--- config.mk ---
export PLATFORM = sky130hd
export DESIGN_NAME = gfx_wbm_read_arbiter_flat
export DESIGN_NICKNAME = d
export VERILOG_FILES = /design/src/rtl/gfx_wbm_read_arbiter_if.sv /design/src/rtl/gfx_wbm_read_arbiter.sv /design/src/flat_wrapper.sv
export SDC_FILE = /design/constraint.sdc
export NUM_CORES = 1
export LEC_CHECK = 0
export BUFFER_PORTS_ARGS = -buffer_cell sky130_fd_sc_hd__clkbuf_2
export CAP_MARGIN = 10
export CORE_AREA = 2 2 305 307
export DETAILED_ROUTE_END_ITERATION = 6
export DIE_AREA = 0 0 307 309
export GPL_TIMING_DRIVEN = 0
export PLACE_DENSITY = 0.33
export SYNTH_ARGS = -nofsm -noshare
export SYNTH_HDL_FRONTEND = slang
export SYNTH_SLANG_ARGS = --single-unit
--- constraint.sdc ---
create_clock -name clk_i -period 7.75 [get_ports clk_i]
set_input_delay 1.1625 -clock clk_i [delete_from_list [all_inputs] [get_ports clk_i]]
set_output_delay 1.1625 -clock clk_i [all_outputs]
set_load 0.01 [all_outputs]
--- src/rtl/gfx_wbm_read_arbiter_if.sv ---
// Bundle of requester-side and reader-side signals for gfx_wbm_read_arbiter.
// The master modport is the arbiter's view; slave is the environment's view.
interface gfx_wbm_read_arbiter_if #(
  parameter int MDW = 256
);
  logic           m0_request_i;
  logic [31:0]    m0_addr_i;
  logic [31:0]    m0_sel_i;
  logic           m0_ack_o;
  logic           m0_busy_o;
  logic           m1_request_i;
  logic [31:0]    m1_addr_i;
  logic [31:0]    m1_sel_i;
  logic           m1_ack_o;
  logic           m1_busy_o;
  logic           m2_request_i;
  logic [31:0]    m2_addr_i;
  logic [31:0]    m2_sel_i;
  logic           m2_ack_o;
  logic           m2_busy_o;
  logic [MDW-1:0] data_o;
  logic           master_request_o;
  logic [31:0]    master_addr_o;
  logic [31:0]    master_sel_o;
  logic           master_ack_i;
  logic [MDW-1:0] master_data_i;
  logic           master_busy_i;
  logic           timeout_o;

  modport master (
    input  m0_request_i, m0_addr_i, m0_sel_i,
    output m0_ack_o, m0_busy_o,
    input  m1_request_i, m1_addr_i, m1_sel_i,
    output m1_ack_o, m1_busy_o,
    input  m2_request_i, m2_addr_i, m2_sel_i,
    output m2_ack_o, m2_busy_o,
    output data_o, master_request_o, master_addr_o, master_sel_o, timeout_o,
    input  master_ack_i, master_data_i, master_busy_i
  );

  modport slave (
    output m0_request_i, m0_addr_i, m0_sel_i,
    input  m0_ack_o, m0_busy_o,
    output m1_request_i, m1_addr_i, m1_sel_i,
    input  m1_ack_o, m1_busy_o,
    output m2_request_i, m2_addr_i, m2_sel_i,
    input  m2_ack_o, m2_busy_o,
    input  data_o, master_request_o, master_addr_o, master_sel_o, timeout_o,
    output master_ack_i, master_data_i, master_busy_i
  );
endinterface

--- src/rtl/gfx_wbm_read_arbiter.sv ---
// Three-way round-robin arbiter funnelling blender/texture/depth reads into one
// wishbone master reader, with a per-transaction ack timeout.
module gfx_wbm_read_arbiter #(
  parameter int MDW     = 256,
  parameter int TIMEOUT = 1023
) (
  input  logic                    clk_i,
  input  logic                    rst_i,
  gfx_wbm_read_arbiter_if.master  bus
);

  typedef enum logic [1:0] {
    S_IDLE     = 2'd0,
    S_WAIT_ACK = 2'd1,
    S_RELEASE  = 2'd2
  } state_t;

  localparam logic [9:0] CNT_LAST = 10'(TIMEOUT - 1);

  state_t         state_q, state_d;
  logic [1:0]     grant_q, grant_d;
  logic [1:0]     last_grant_q, last_grant_d;
  logic [9:0]     cnt_q, cnt_d;
  logic           mreq_q, mreq_d;
  logic [31:0]    addr_q, addr_d;
  logic [31:0]    sel_q, sel_d;
  logic [2:0]     ack_q, ack_d;
  logic           timeout_q, timeout_d;
  logic [MDW-1:0] data_q, data_d;

  logic [2:0]     req_s;
  logic           win_valid_s;
  logic [1:0]     win_idx_s;
  logic [31:0]    win_addr_s;
  logic [31:0]    win_sel_s;

  function automatic logic [1:0] rr_idx(input logic [1:0] base, input logic [1:0] off);
    logic [2:0] sum;
    sum = {1'b0, base} + {1'b0, off};
    if (sum >= 3'd3) begin
      sum = sum - 3'd3;
    end else begin
      sum = sum;
    end
    return sum[1:0];
  endfunction

  function automatic logic req_at(input logic [2:0] req, input logic [1:0] idx);
    case (idx)
      2'd0:    return req[0];
      2'd1:    return req[1];
      2'd2:    return req[2];
      default: return 1'b0;
    endcase
  endfunction

  function automatic logic [2:0] onehot3(input logic [1:0] idx);
    case (idx)
      2'd0:    return 3'b001;
      2'd1:    return 3'b010;
      2'd2:    return 3'b100;
      default: return 3'b000;
    endcase
  endfunction

  assign req_s = {bus.m2_request_i, bus.m1_request_i, bus.m0_request_i};

  // Round-robin pick: the requester after the last winner has top priority.
  always_comb begin
    logic [1:0] c1, c2;
    c1          = rr_idx(last_grant_q, 2'd1);
    c2          = rr_idx(last_grant_q, 2'd2);
    win_valid_s = 1'b1;
    win_idx_s   = last_grant_q;
    if (req_at(req_s, c1)) begin
      win_idx_s = c1;
    end else if (req_at(req_s, c2)) begin
      win_idx_s = c2;
    end else if (req_at(req_s, last_grant_q)) begin
      win_idx_s = last_grant_q;
    end else begin
      win_valid_s = 1'b0;
    end
  end

  always_comb begin
    case (win_idx_s)
      2'd1:    begin win_addr_s = bus.m1_addr_i; win_sel_s = bus.m1_sel_i; end
      2'd2:    begin win_addr_s = bus.m2_addr_i; win_sel_s = bus.m2_sel_i; end
      default: begin win_addr_s = bus.m0_addr_i; win_sel_s = bus.m0_sel_i; end
    endcase
  end

  always_comb begin
    state_d      = state_q;
    grant_d      = grant_q;
    last_grant_d = last_grant_q;
    cnt_d        = cnt_q;
    mreq_d       = mreq_q;
    addr_d       = addr_q;
    sel_d        = sel_q;
    data_d       = data_q;
    ack_d        = 3'b000;
    timeout_d    = 1'b0;
    case (state_q)
      S_IDLE: begin
        if (win_valid_s && !bus.master_busy_i) begin
          state_d = S_WAIT_ACK;
          grant_d = win_idx_s;
          addr_d  = win_addr_s;
          sel_d   = win_sel_s;
          mreq_d  = 1'b1;
          cnt_d   = 10'd0;
        end else begin
          state_d = S_IDLE;
        end
      end
      S_WAIT_ACK: begin
        // An ack on the final counted cycle still wins over the timeout.
        if (bus.master_ack_i) begin
          state_d      = S_RELEASE;
          mreq_d       = 1'b0;
          data_d       = bus.master_data_i;
          ack_d        = onehot3(grant_q);
          last_grant_d = grant_q;
        end else if (cnt_q >= CNT_LAST) begin
          state_d      = S_RELEASE;
          mreq_d       = 1'b0;
          data_d       = '0;
          ack_d        = onehot3(grant_q);
          timeout_d    = 1'b1;
          last_grant_d = grant_q;
        end else begin
          cnt_d = cnt_q + 10'd1;
        end
      end
      S_RELEASE: begin
        state_d = S_IDLE;
        cnt_d   = 10'd0;
      end
      default: begin
        state_d = S_IDLE;
        mreq_d  = 1'b0;
      end
    endcase
  end

  always_ff @(posedge clk_i) begin
    if (rst_i) begin
      state_q      <= S_IDLE;
      grant_q      <= 2'd0;
      last_grant_q <= 2'd2;
      cnt_q        <= 10'd0;
      mreq_q       <= 1'b0;
      addr_q       <= 32'd0;
      sel_q        <= 32'd0;
      ack_q        <= 3'b000;
      timeout_q    <= 1'b0;
      data_q       <= '0;
    end else begin
      state_q      <= state_d;
      grant_q      <= grant_d;
      last_grant_q <= last_grant_d;
      cnt_q        <= cnt_d;
      mreq_q       <= mreq_d;
      addr_q       <= addr_d;
      sel_q        <= sel_d;
      ack_q        <= ack_d;
      timeout_q    <= timeout_d;
      data_q       <= data_d;
    end
  end

  // Busy is combinational so a requester sees the reader's backpressure immediately in IDLE.
  always_comb begin
    bus.m0_busy_o = (state_q != S_IDLE) ? (grant_q != 2'd0) : bus.master_busy_i;
    bus.m1_busy_o = (state_q != S_IDLE) ? (grant_q != 2'd1) : bus.master_busy_i;
    bus.m2_busy_o = (state_q != S_IDLE) ? (grant_q != 2'd2) : bus.master_busy_i;
  end

  assign bus.m0_ack_o         = ack_q[0];
  assign bus.m1_ack_o         = ack_q[1];
  assign bus.m2_ack_o         = ack_q[2];
  assign bus.timeout_o        = timeout_q;
  assign bus.data_o           = data_q;
  assign bus.master_request_o = mreq_q;
  assign bus.master_addr_o    = addr_q;
  assign bus.master_sel_o     = sel_q;

endmodule

--- src/flat_wrapper.sv ---
// flat-port wrapper written by rule: the top's interface ports become plain ports
module gfx_wbm_read_arbiter_flat 
#(
  parameter int MDW     = 256,
  parameter int TIMEOUT = 1023
)
  (clk_i, rst_i, bus_m0_request_i, bus_m0_addr_i, bus_m0_sel_i, bus_m0_ack_o, bus_m0_busy_o, bus_m1_request_i, bus_m1_addr_i, bus_m1_sel_i, bus_m1_ack_o, bus_m1_busy_o, bus_m2_request_i, bus_m2_addr_i, bus_m2_sel_i, bus_m2_ack_o, bus_m2_busy_o, bus_data_o, bus_master_request_o, bus_master_addr_o, bus_master_sel_o, bus_timeout_o, bus_master_ack_i, bus_master_data_i, bus_master_busy_i);
  gfx_wbm_read_arbiter_if #(.MDW(MDW)) bus_i ();
  input  logic clk_i;
  input  logic rst_i;
  input wire logic [$bits(bus_i.m0_request_i)-1:0] bus_m0_request_i;
  input wire logic [$bits(bus_i.m0_addr_i)-1:0] bus_m0_addr_i;
  input wire logic [$bits(bus_i.m0_sel_i)-1:0] bus_m0_sel_i;
  output wire logic [$bits(bus_i.m0_ack_o)-1:0] bus_m0_ack_o;
  output wire logic [$bits(bus_i.m0_busy_o)-1:0] bus_m0_busy_o;
  input wire logic [$bits(bus_i.m1_request_i)-1:0] bus_m1_request_i;
  input wire logic [$bits(bus_i.m1_addr_i)-1:0] bus_m1_addr_i;
  input wire logic [$bits(bus_i.m1_sel_i)-1:0] bus_m1_sel_i;
  output wire logic [$bits(bus_i.m1_ack_o)-1:0] bus_m1_ack_o;
  output wire logic [$bits(bus_i.m1_busy_o)-1:0] bus_m1_busy_o;
  input wire logic [$bits(bus_i.m2_request_i)-1:0] bus_m2_request_i;
  input wire logic [$bits(bus_i.m2_addr_i)-1:0] bus_m2_addr_i;
  input wire logic [$bits(bus_i.m2_sel_i)-1:0] bus_m2_sel_i;
  output wire logic [$bits(bus_i.m2_ack_o)-1:0] bus_m2_ack_o;
  output wire logic [$bits(bus_i.m2_busy_o)-1:0] bus_m2_busy_o;
  output wire logic [$bits(bus_i.data_o)-1:0] bus_data_o;
  output wire logic [$bits(bus_i.master_request_o)-1:0] bus_master_request_o;
  output wire logic [$bits(bus_i.master_addr_o)-1:0] bus_master_addr_o;
  output wire logic [$bits(bus_i.master_sel_o)-1:0] bus_master_sel_o;
  output wire logic [$bits(bus_i.timeout_o)-1:0] bus_timeout_o;
  input wire logic [$bits(bus_i.master_ack_i)-1:0] bus_master_ack_i;
  input wire logic [$bits(bus_i.master_data_i)-1:0] bus_master_data_i;
  input wire logic [$bits(bus_i.master_busy_i)-1:0] bus_master_busy_i;
  assign bus_i.m0_request_i = bus_m0_request_i;
  assign bus_i.m0_addr_i = bus_m0_addr_i;
  assign bus_i.m0_sel_i = bus_m0_sel_i;
  assign bus_m0_ack_o = bus_i.m0_ack_o;
  assign bus_m0_busy_o = bus_i.m0_busy_o;
  assign bus_i.m1_request_i = bus_m1_request_i;
  assign bus_i.m1_addr_i = bus_m1_addr_i;
  assign bus_i.m1_sel_i = bus_m1_sel_i;
  assign bus_m1_ack_o = bus_i.m1_ack_o;
  assign bus_m1_busy_o = bus_i.m1_busy_o;
  assign bus_i.m2_request_i = bus_m2_request_i;
  assign bus_i.m2_addr_i = bus_m2_addr_i;
  assign bus_i.m2_sel_i = bus_m2_sel_i;
  assign bus_m2_ack_o = bus_i.m2_ack_o;
  assign bus_m2_busy_o = bus_i.m2_busy_o;
  assign bus_data_o = bus_i.data_o;
  assign bus_master_request_o = bus_i.master_request_o;
  assign bus_master_addr_o = bus_i.master_addr_o;
  assign bus_master_sel_o = bus_i.master_sel_o;
  assign bus_timeout_o = bus_i.timeout_o;
  assign bus_i.master_ack_i = bus_master_ack_i;
  assign bus_i.master_data_i = bus_master_data_i;
  assign bus_i.master_busy_i = bus_master_busy_i;
  gfx_wbm_read_arbiter #(.MDW(MDW), .TIMEOUT(TIMEOUT)) u_core (.clk_i(clk_i), .rst_i(rst_i), .bus(bus_i));
endmodule
==> results of run 1 <==
## registers in the layout, indices dropped and copies added, names as in the netlist
register and count:
u_core.bus.data_o 256, u_core.bus.master_addr_o 32, u_core.bus.master_sel_o 32, u_core.cnt_q 10
u_core.ack_q 3, u_core.grant_q 2, u_core.last_grant_q 2, u_core.state_q 2
u_core.bus.master_request_o 1, u_core.bus.timeout_o 1
## per-layer routing
metal / wire length, um / share of wire / track usage
met5: 65 / 0.00088 / 0
met4: 2050 / 0.028 / 0.0466
met3: 5750 / 0.078 / 0.0498
met2: 36500 / 0.50 / 0.253
met1: 29300 / 0.40 / 0.170
## critical path, cell delays in order (launching register included)
cell and delay (ps):
dfxtp_1 460, inv_1 130, ha_1 400, or2b_1 260, a21oi_2 340, nand2_1 90
o31a_1 160, ha_1 340, clkbuf_1 410, clkbuf_1 430, clkbuf_1 510, nand2_1 230
o21ai_0 200, nand2_1 90, a21oi_1 120
## synth_stat cells (all sizes together), types with 4 or more instances
library cell  instances
dfxtp               341
a22oi               320
nor2                267
nand2               206
a21oi                79
buf                  71
clkbuf               70
o21ai                68
inv                  16
ha                    9
nand3                 8
a31oi                 7
nor3                  5
or4                   4
## power breakdown
| group | switching [W] | leakage, nW | internal [W] |
|---|---|---|---|
| registers | 0.0000554 | 2.77 | 0.00185 |
| logic | 0.000603 | 5.39 | 0.000336 |
| clock network | 0.000803 | 0.717 | 0.00127 |
## metrics by stage
stage	utilization	setup slack [ps]	total power [W]	cells	hold slack, ps
3_3_place_gp	0.202	3120	0.00289	3479	445
5_1_grt	0.218	3060	0.00519	3559	470
6_report	0.218	3480	0.00492	3562	453
3_5_place_dp	0.202	3090	0.00290	3479	445
2_1_floorplan	-	4300	0.00241	1512	466
4_1_cts	0.218	3410	0.00503	3556	453
## final timing paths
kind                          startpoint  slack (ps)  cells after the start                     endpoint
min          u_core.bus.master_sel_o[22]         450                      2  u_core.bus.master_sel_o[22]
max reg2reg       u_core.last_grant_q[0]        3480                     14  u_core.bus.master_sel_o[22]
min reg2reg  u_core.bus.master_sel_o[22]         450                      2  u_core.bus.master_sel_o[22]
max               u_core.last_grant_q[0]        3480                     14  u_core.bus.master_sel_o[22]
## cell type report
type | instances | area [um2]
repair buffers | 781 | 3910
inverters | 16 | 60.1
multi-input cells | 1014 | 5560
clock inverters | 13 | 165
diodes | 6 | 15.0
flip-flops and latches | 341 | 6830
well taps | 1186 | 1480
plain buffers | 141 | 631
fillers | 10300 | 71500
clock buffers | 64 | 1280
## kinds of logic after synthesis
group | share of synthesized area
AND/OR/NAND/NOR | 0.152
AO/OA/AOI/OAI | 0.262
flip-flops | 0.522
buffers and inverters | 0.0527
adder cells (fa/ha/maj) | 0.00861
multiplexers | 0.00239
==> impl_metrics.toml, run 1 <==
[sta]
rsz0062_at_grt = "no"
finalCritPeriodShare = 0.550
setup_viol = 0
tns_ps = 0
hold_viol = 0
maxSlewHeadroom = 0.281
max_freq_mhz = 234
tightest_slew_ps = 1080
slew_violations = 0
fin_skew_ps = 13.7
min_period_ps = 4270

[grt]
grt_pass1_vias = 14800
track_usage = 0.147
antenna_found_initial = 12
grt_pass1_wl_um = 103000
grt_max_degree = 13
overflow = 0

[place]
dp_hpwl_um = 60400
gp_congestion = 0.948
dpl_cell_area_um2 = 18500
port_buffers = 781

[worst_hold_path]
hold_path.class = "reg2reg"

[finish]
final_cell_mix = "clkbuf_2 (782), dfxtp_1 (341), a22oi_1 (320)"
final_nets = 2803
fin_area_um2 = 19900
final_common_cell = "clkbuf_2"
drive_above_1_share = 0.389
syn_to_final_growth_pct = 52.4

[logic_synthesis]
synth_edf_count = 0
synthesis.area_um2 = 13100
synth_flop_cell = "dfxtp_1"
synth_top_area_cell = "dfxtp_1"
yosysUniqueCellTypes = 49
avgSynthCellArea_um2 = 8.65
ys_seq_area_frac = 0.522
netlist_instances = 1512
synthArstFlopShare = 0
yosysTopAreaCellShare = 0.522
synth.area.top_cells = "dfxtp_1 (52%), a22oi_1 (18%), nor2_1 (7.6%), nand2_1 (5.9%), a21oi_1 (3.0%)"
ys_ff_latch = 341
ys_warn_count = 0
syn_nets = 1976

[floorplanning]
dieArea_um2 = 94900
core_area_um2 = 91400
ioPinCount = 783
fp.dieW_um = 307
die_y_um = 309
start_util = 0.143
rows = 111

[clock_network]
post_cts_resized = 0
root_buffer = "clkbuf_16"
post_cts_buffers = 0
htree_levels = 2
ctsHoldBuffers = 0
clk_latency_ps = 560
clk_pin_slew_worst_paths_ps = 60
cts_buffer_depth = 3
cts_inserted_buffers = 44
numClockSinks = 341
cts_tree = "done"

[detailed_routing]
drt_wl_total_um = 73600
initialDrtViolationCount = 918
via_count = 14700
first_pass_iters = 5
vias_per_cell = 4.11
drc = 0
postRouteAntennaNets = 0
wl_per_cell_um = 20.7

[job]
maxCapViolCount = 0

[critical_path]
critPathKind = "reg2reg"
worstSetupEndpointType = "flip-flop"
startpoint_type = "flip-flop"
cp.required_ps = 8230
crit_arrival_ps = 4750
path_max_fanout = 10

[power]
leakagePower_nw = 8.88
power_density_nw_per_um2 = 247
max-vdd-ir-drop_mv = 0.113

[outcome]
status = "finished, final reports clean"
Note: power is estimated with default switching activity, not from simulation.
==> inputs of run 2 (changes only) <==
- clock period: 7.75 -> 4.2 ns (I/O delays scaled with it)
==> run 2 against run 1 <==
Power grew 85%. Routed wire length is essentially flat. Count of clock-buffer cells in the layout is the same. Global-route usage is the same. Highest routed layer unchanged.
==> impl_metrics.toml, run 2 (synthesized netlist as in run 1, its figures left out) <==
[critical_path]
startpoint_type = "flip-flop"
worstRegToRegCells = 14
critPathKind = "reg2reg"
cp.required_ps = 4680
crit_arrival_ps = 4320
reg2reg_slack_ps = 350
setup.worst_path.end = "u_core.bus.master_addr_o[12]"
rr_endpoint = "u_core.bus.master_addr_o[12]"
r2r_start = "u_core.last_grant_q[0]"
critPathMaxStageDelay_ps = 500
crit_chain = "inv_1 > ha_1 > or2b_1 > a21oi_2 > nand2_1 > o31a_1 > inv_1 > ha_1 > clkbuf_1 > buf_1 > a22oi_1 > o21ai_0 > nand2_1 > a21oi_1"
worstSetupEndpointType = "flip-flop"
critical_path.startpoint = "u_core.last_grant_q[0]"
path_max_fanout = 10
cp_slowest_cell = "clkbuf_1"

[power]
leakagePower_nw = 8.90
finalPower_w = 0.00907
p_seq_frac = 0.388
p_int_w = 0.00638
switching_share = 0.297
pwr-share-comb = 0.191
max-vdd-ir-drop_mv = 0.209
p_sw_w = 0.00269
power_density_nw_per_um2 = 455
p_clk_frac = 0.421

[clock_network]
post_cts_buffers = 0
cts_buffer_depth = 3
ctsHoldBuffers = 0
htree_levels = 2
cts_inserted_buffers = 44
root_buffer = "clkbuf_16"
numClockSinks = 341
clk_pin_slew_worst_paths_ps = 60
clk_latency_ps = 560
cts_tree = "done"

[place]
pre_cts_slack_ps = -135
dp_hpwl_um = 60400
gp_congestion = 0.948
port_buffers = 781

[sta]
hold_viol = 0
maxSlewHeadroom = 0.280
tightest_slew_ps = 1080
slew_violations = 0
setup_viol = 0
max_freq_mhz = 260
timing.final.ws_setup_ps = 351
finalCritPeriodShare = 0.917
min_period_ps = 3850
fin_skew_ps = 14.3
rsz0062_at_grt = "no"

[floorplanning]
dieArea_um2 = 94900
die_y_um = 309
start_util = 0.143
core_area_um2 = 91400
fp.dieW_um = 307
ioPinCount = 783
rows = 111

[finish]
largest_register_ffs = 256
syn_to_final_growth_pct = 52.4
final_cell_mix = "clkbuf_2 (790), dfxtp_1 (341), a22oi_1 (320)"
final_nets = 2801
final_common_cell = "clkbuf_2"
drive_above_1_share = 0.393

[grt]
overflow = 0
grt_pass1_vias = 14800
track_usage = 0.147
grtUsageMet1 = 0.170
grt_max_degree = 13
grt_pass1_wl_um = 103000
busiest_layer = "met2"
antenna_found_initial = 12
use_met3 = 0.0498
use_met2 = 0.253

[detailed_routing]
initialDrtViolationCount = 959
via_count = 14600
postRouteAntennaNets = 0
drc = 0
wl_per_cell_um = 20.7
vias_per_cell = 4.11
first_pass_iters = 5
drt_wl_total_um = 73600

[job]
maxCapViolCount = 0

[outcome]
status = "finished, final reports clean"

[worst_hold_path]
hold_path.class = "in2reg"
run 2: cell count changes in the layout (fill, tap and decap cells not counted):
cell and change:
buf_1 -2, clkbuf_1 -8, clkbuf_2 +8
run 2: worst min-delay path by stage:
stage,startpoint,end,slack [ps],cells after the start
final,bus_master_data_i[109],u_core.bus.data_o[109],320,3
after global routing,bus_master_data_i[130],u_core.bus.data_o[130],290,3
after CTS,bus_master_data_i[111],u_core.bus.data_o[111],270,3
after detailed placement,u_core.bus.master_sel_o[22],u_core.bus.master_sel_o[22],450,2
after global placement,u_core.bus.master_sel_o[31],u_core.bus.master_sel_o[31],440,2
after floorplan,u_core.grant_q[0],u_core.ack_q[0],470,1
run 2: timing repair:
item	4_1_cts	5_1_grt
hold endpoints to repair	0	0
resized for setup	1	12
endpoints found under the setup margin	2	47
run 2: critical path: cells and delay by family, from the launching register on:
kind	cells	cell delay, ps
AOI/OAI and AO/OA	5	1100
adders and majority gates	2	540
buffers and inverters	4	1200
DFF	1	470
and+or+nand+nor	3	470
run 2: power groups by stage:
stage | Clock (W) | Combinational [W] | Sequential [W]
global placement | 0 | 0.00176 | 0.00358
detailed placement | 0 | 0.00176 | 0.00358
CTS | 0.00400 | 0.00176 | 0.00352
floorplan | 0 | 0.000800 | 0.00365
global route | 0.00412 | 0.00192 | 0.00354
finish | 0.00382 | 0.00174 | 0.00352
run 2: routing by layer:
layer  wire length [um]  part of all wire
met1              29000              0.39
met3               5950             0.081
met5                 65           0.00088
met2              36500              0.50
met4               2040             0.028
run 2: metrics by stage:
stage | hold WS [ps] | util | std cells | TNS [ps] | area [um2]
floorplan | 466 | - | 1512 | 0 | 13100
global placement | 445 | 0.202 | 3479 | -67.8 | 18500
detailed placement | 445 | 0.202 | 3479 | -143 | 18500
CTS | 268 | 0.218 | 3556 | 0 | 19900
global route | 286 | 0.218 | 3557 | 0 | 19900
finish | 321 | 0.218 | 3560 | 0 | 19900
run 2: final cells by class:
class	instances	area (um2)
repair buffers	781	3910
multi-input cells	1014	5560
flip-flops and latches	341	6830
plain buffers	139	633
clock buffers	64	1280
fillers	10400	71500
clock inverters	13	165
inverters	16	60.1
diodes	6	15.0
well taps	1186	1480
==> inputs of run 3 (changes only) <==
- CORE_AREA: 2 2 305 307 -> 2 2 306 308
- DIE_AREA: 0 0 307 309 -> 0 0 308 310
==> run 3 against run 2 <==
Highest routed layer unchanged. First-iteration DRC count down 2.3%. Via count up 1.0%. Sequential power barely moved. Power grew 0.42%. Non-clock buffer count unchanged. Cell count grew 0.39%. Count of clock-buffer cells in the layout grew 1. Register-to-register slack got worse by 95 ps. Critical endpoint is now u_core.bus.master_sel_o[23].
==> impl_metrics.toml, run 3 (synthesized netlist as in run 1, its figures left out) <==
[outcome]
status = "finished, final reports clean"

[detailed_routing]
drt_wl_total_um = 72300
drc = 0
initialDrtViolationCount = 937
postRouteAntennaNets = 0
first_pass_iters = 5
vias_per_cell = 4.13
wl_per_cell_um = 20.2
via_count = 14800

[critical_path]
startpoint_type = "flip-flop"
cp.required_ps = 4710
path_max_fanout = 10
crit_arrival_ps = 4450
worstSetupEndpointType = "flip-flop"
critPathKind = "reg2reg"

[sta]
max_freq_mhz = 254
timing.final.ws_setup_ps = 255
whs_ps = 286
finalCritPeriodShare = 0.939
rsz0062_at_grt = "yes"
setup_viol = 0
tightest_slew_ps = 1070
fin_skew_ps = 21.7
min_period_ps = 3940
maxSlewHeadroom = 0.285
hold_viol = 0
slew_violations = 0

[power]
leakagePower_nw = 8.90
power_density_nw_per_um2 = 457
p_clk_frac = 0.421
pwr-share-comb = 0.193
p_seq_frac = 0.386
p_sw_w = 0.00279
max-vdd-ir-drop_mv = 0.232
switching_share = 0.307
p_int_w = 0.00632

[clock_network]
numClockSinks = 341
ctsHoldBuffers = 0
cts_buffer_depth = 3
cts_tree = "done"
clk_latency_ps = 600
post_cts_resized = 3
clk_pin_slew_worst_paths_ps = 60
post_cts_buffers = 0
htree_levels = 2
root_buffer = "clkbuf_16"
cts_inserted_buffers = 45

[finish]
fin_util = 0.216
final_nets = 2802
syn_to_final_growth_pct = 52.6
n_fill_cell = 10500
largest_register_ffs = 256
final_cell_mix = "clkbuf_2 (791), dfxtp_1 (341), a22oi_1 (320)"
final_common_cell = "clkbuf_2"
drive_above_1_share = 0.395

[place]
dp_hpwl_um = 59600
pre_cts_slack_ps = -205
gp_congestion = 0.931
port_buffers = 781

[grt]
grt_max_degree = 13
grt_pass1_vias = 14700
antenna_found_initial = 6
grt_pass1_wl_um = 101000
overflow = 0
track_usage = 0.143

[worst_hold_path]
hold_path.class = "in2reg"

[floorplanning]
start_util = 0.141
die_y_um = 310
fp.dieW_um = 308
rows = 112
ioPinCount = 783
dieArea_um2 = 95500
core_area_um2 = 92500

[job]
maxCapViolCount = 0
run 3: cell count changes in the layout (fill, tap and decap cells not counted), sizes merged:
cell / delta
buf: +1
inv: +3
clkinv: -2
diode: -1
clkinvlp: +4
bufinv: -2
run 3: layer usage:
metal / GRT usage / part of all wire / routed length, um / vias to the layer above
met5: 0 / 0.00014 / 10 / -
met4: 0.0479 / 0.027 / 1970 / 2
met3: 0.0412 / 0.072 / 5230 / 101
met2: 0.243 / 0.49 / 35600 / 533
met1: 0.172 / 0.41 / 29400 / 7110
li1: - / - / - / 7030
run 3: per-stage QoR:
step | total power (W) | area (um2) | cells | TNS [ps]
after CTS | 0.00930 | 19900 | 3571 | 0
after global placement | 0.00534 | 18500 | 3490 | -451
after detailed placement | 0.00535 | 18500 | 3490 | -1250
after global routing | 0.00960 | 19900 | 3571 | -42.5
final | 0.00911 | 20000 | 3574 | 0
after floorplan | 0.00445 | 13100 | 1512 | 0
run 3: final timing paths:
kind	from	end	slack (ps)	depth (start not counted)
setup reg to reg	u_core.last_grant_q[0]	u_core.bus.master_sel_o[23]	260	14
hold reg to reg	u_core.bus.master_sel_o[11]	u_core.bus.master_sel_o[11]	460	2
hold / removal	bus_master_data_i[118]	u_core.bus.data_o[118]	290	3
setup / recovery	u_core.last_grant_q[0]	u_core.bus.master_sel_o[23]	260	14
run 3: critical path, stage by stage, from the launching register on:
cell      delay (ps)
dfxtp_1          480
inv_1            140
ha_1             410
or2b_1           270
a21oi_2          340
nand2_1           90
o31a_1           160
inv_1             80
ha_1             140
clkbuf_1         480
clkbuf_2         460
a22oi_1          130
o21ai_1          430
nand2_1          110
a21oi_1          130
run 3: final cells by class:
cell class / instances / area, um2 / area share
Antenna cell: 5 / 12.5 / 0.000627
Inverter: 16 / 60.1 / 0.00301
Timing Repair Buffer: 781 / 3910 / 0.196
Multi-Input combinational cell: 1014 / 5560 / 0.279
Clock inverter: 16 / 154 / 0.00771
Sequential cell: 341 / 6830 / 0.342
Clock buffer: 65 / 1300 / 0.0652
Tap cell: 1197 / 1500 / 0.0751
Buffer: 139 / 634 / 0.0318
run 3: power by group through the flow:
stage               Sequential [W]  Combinational, W  Clock (W)
finish                     0.00352           0.00175    0.00384
global route               0.00354           0.00193    0.00413
CTS                        0.00352           0.00177    0.00401
detailed placement         0.00359           0.00176          0
global placement           0.00358           0.00176          0
floorplan                  0.00365          0.000800          0
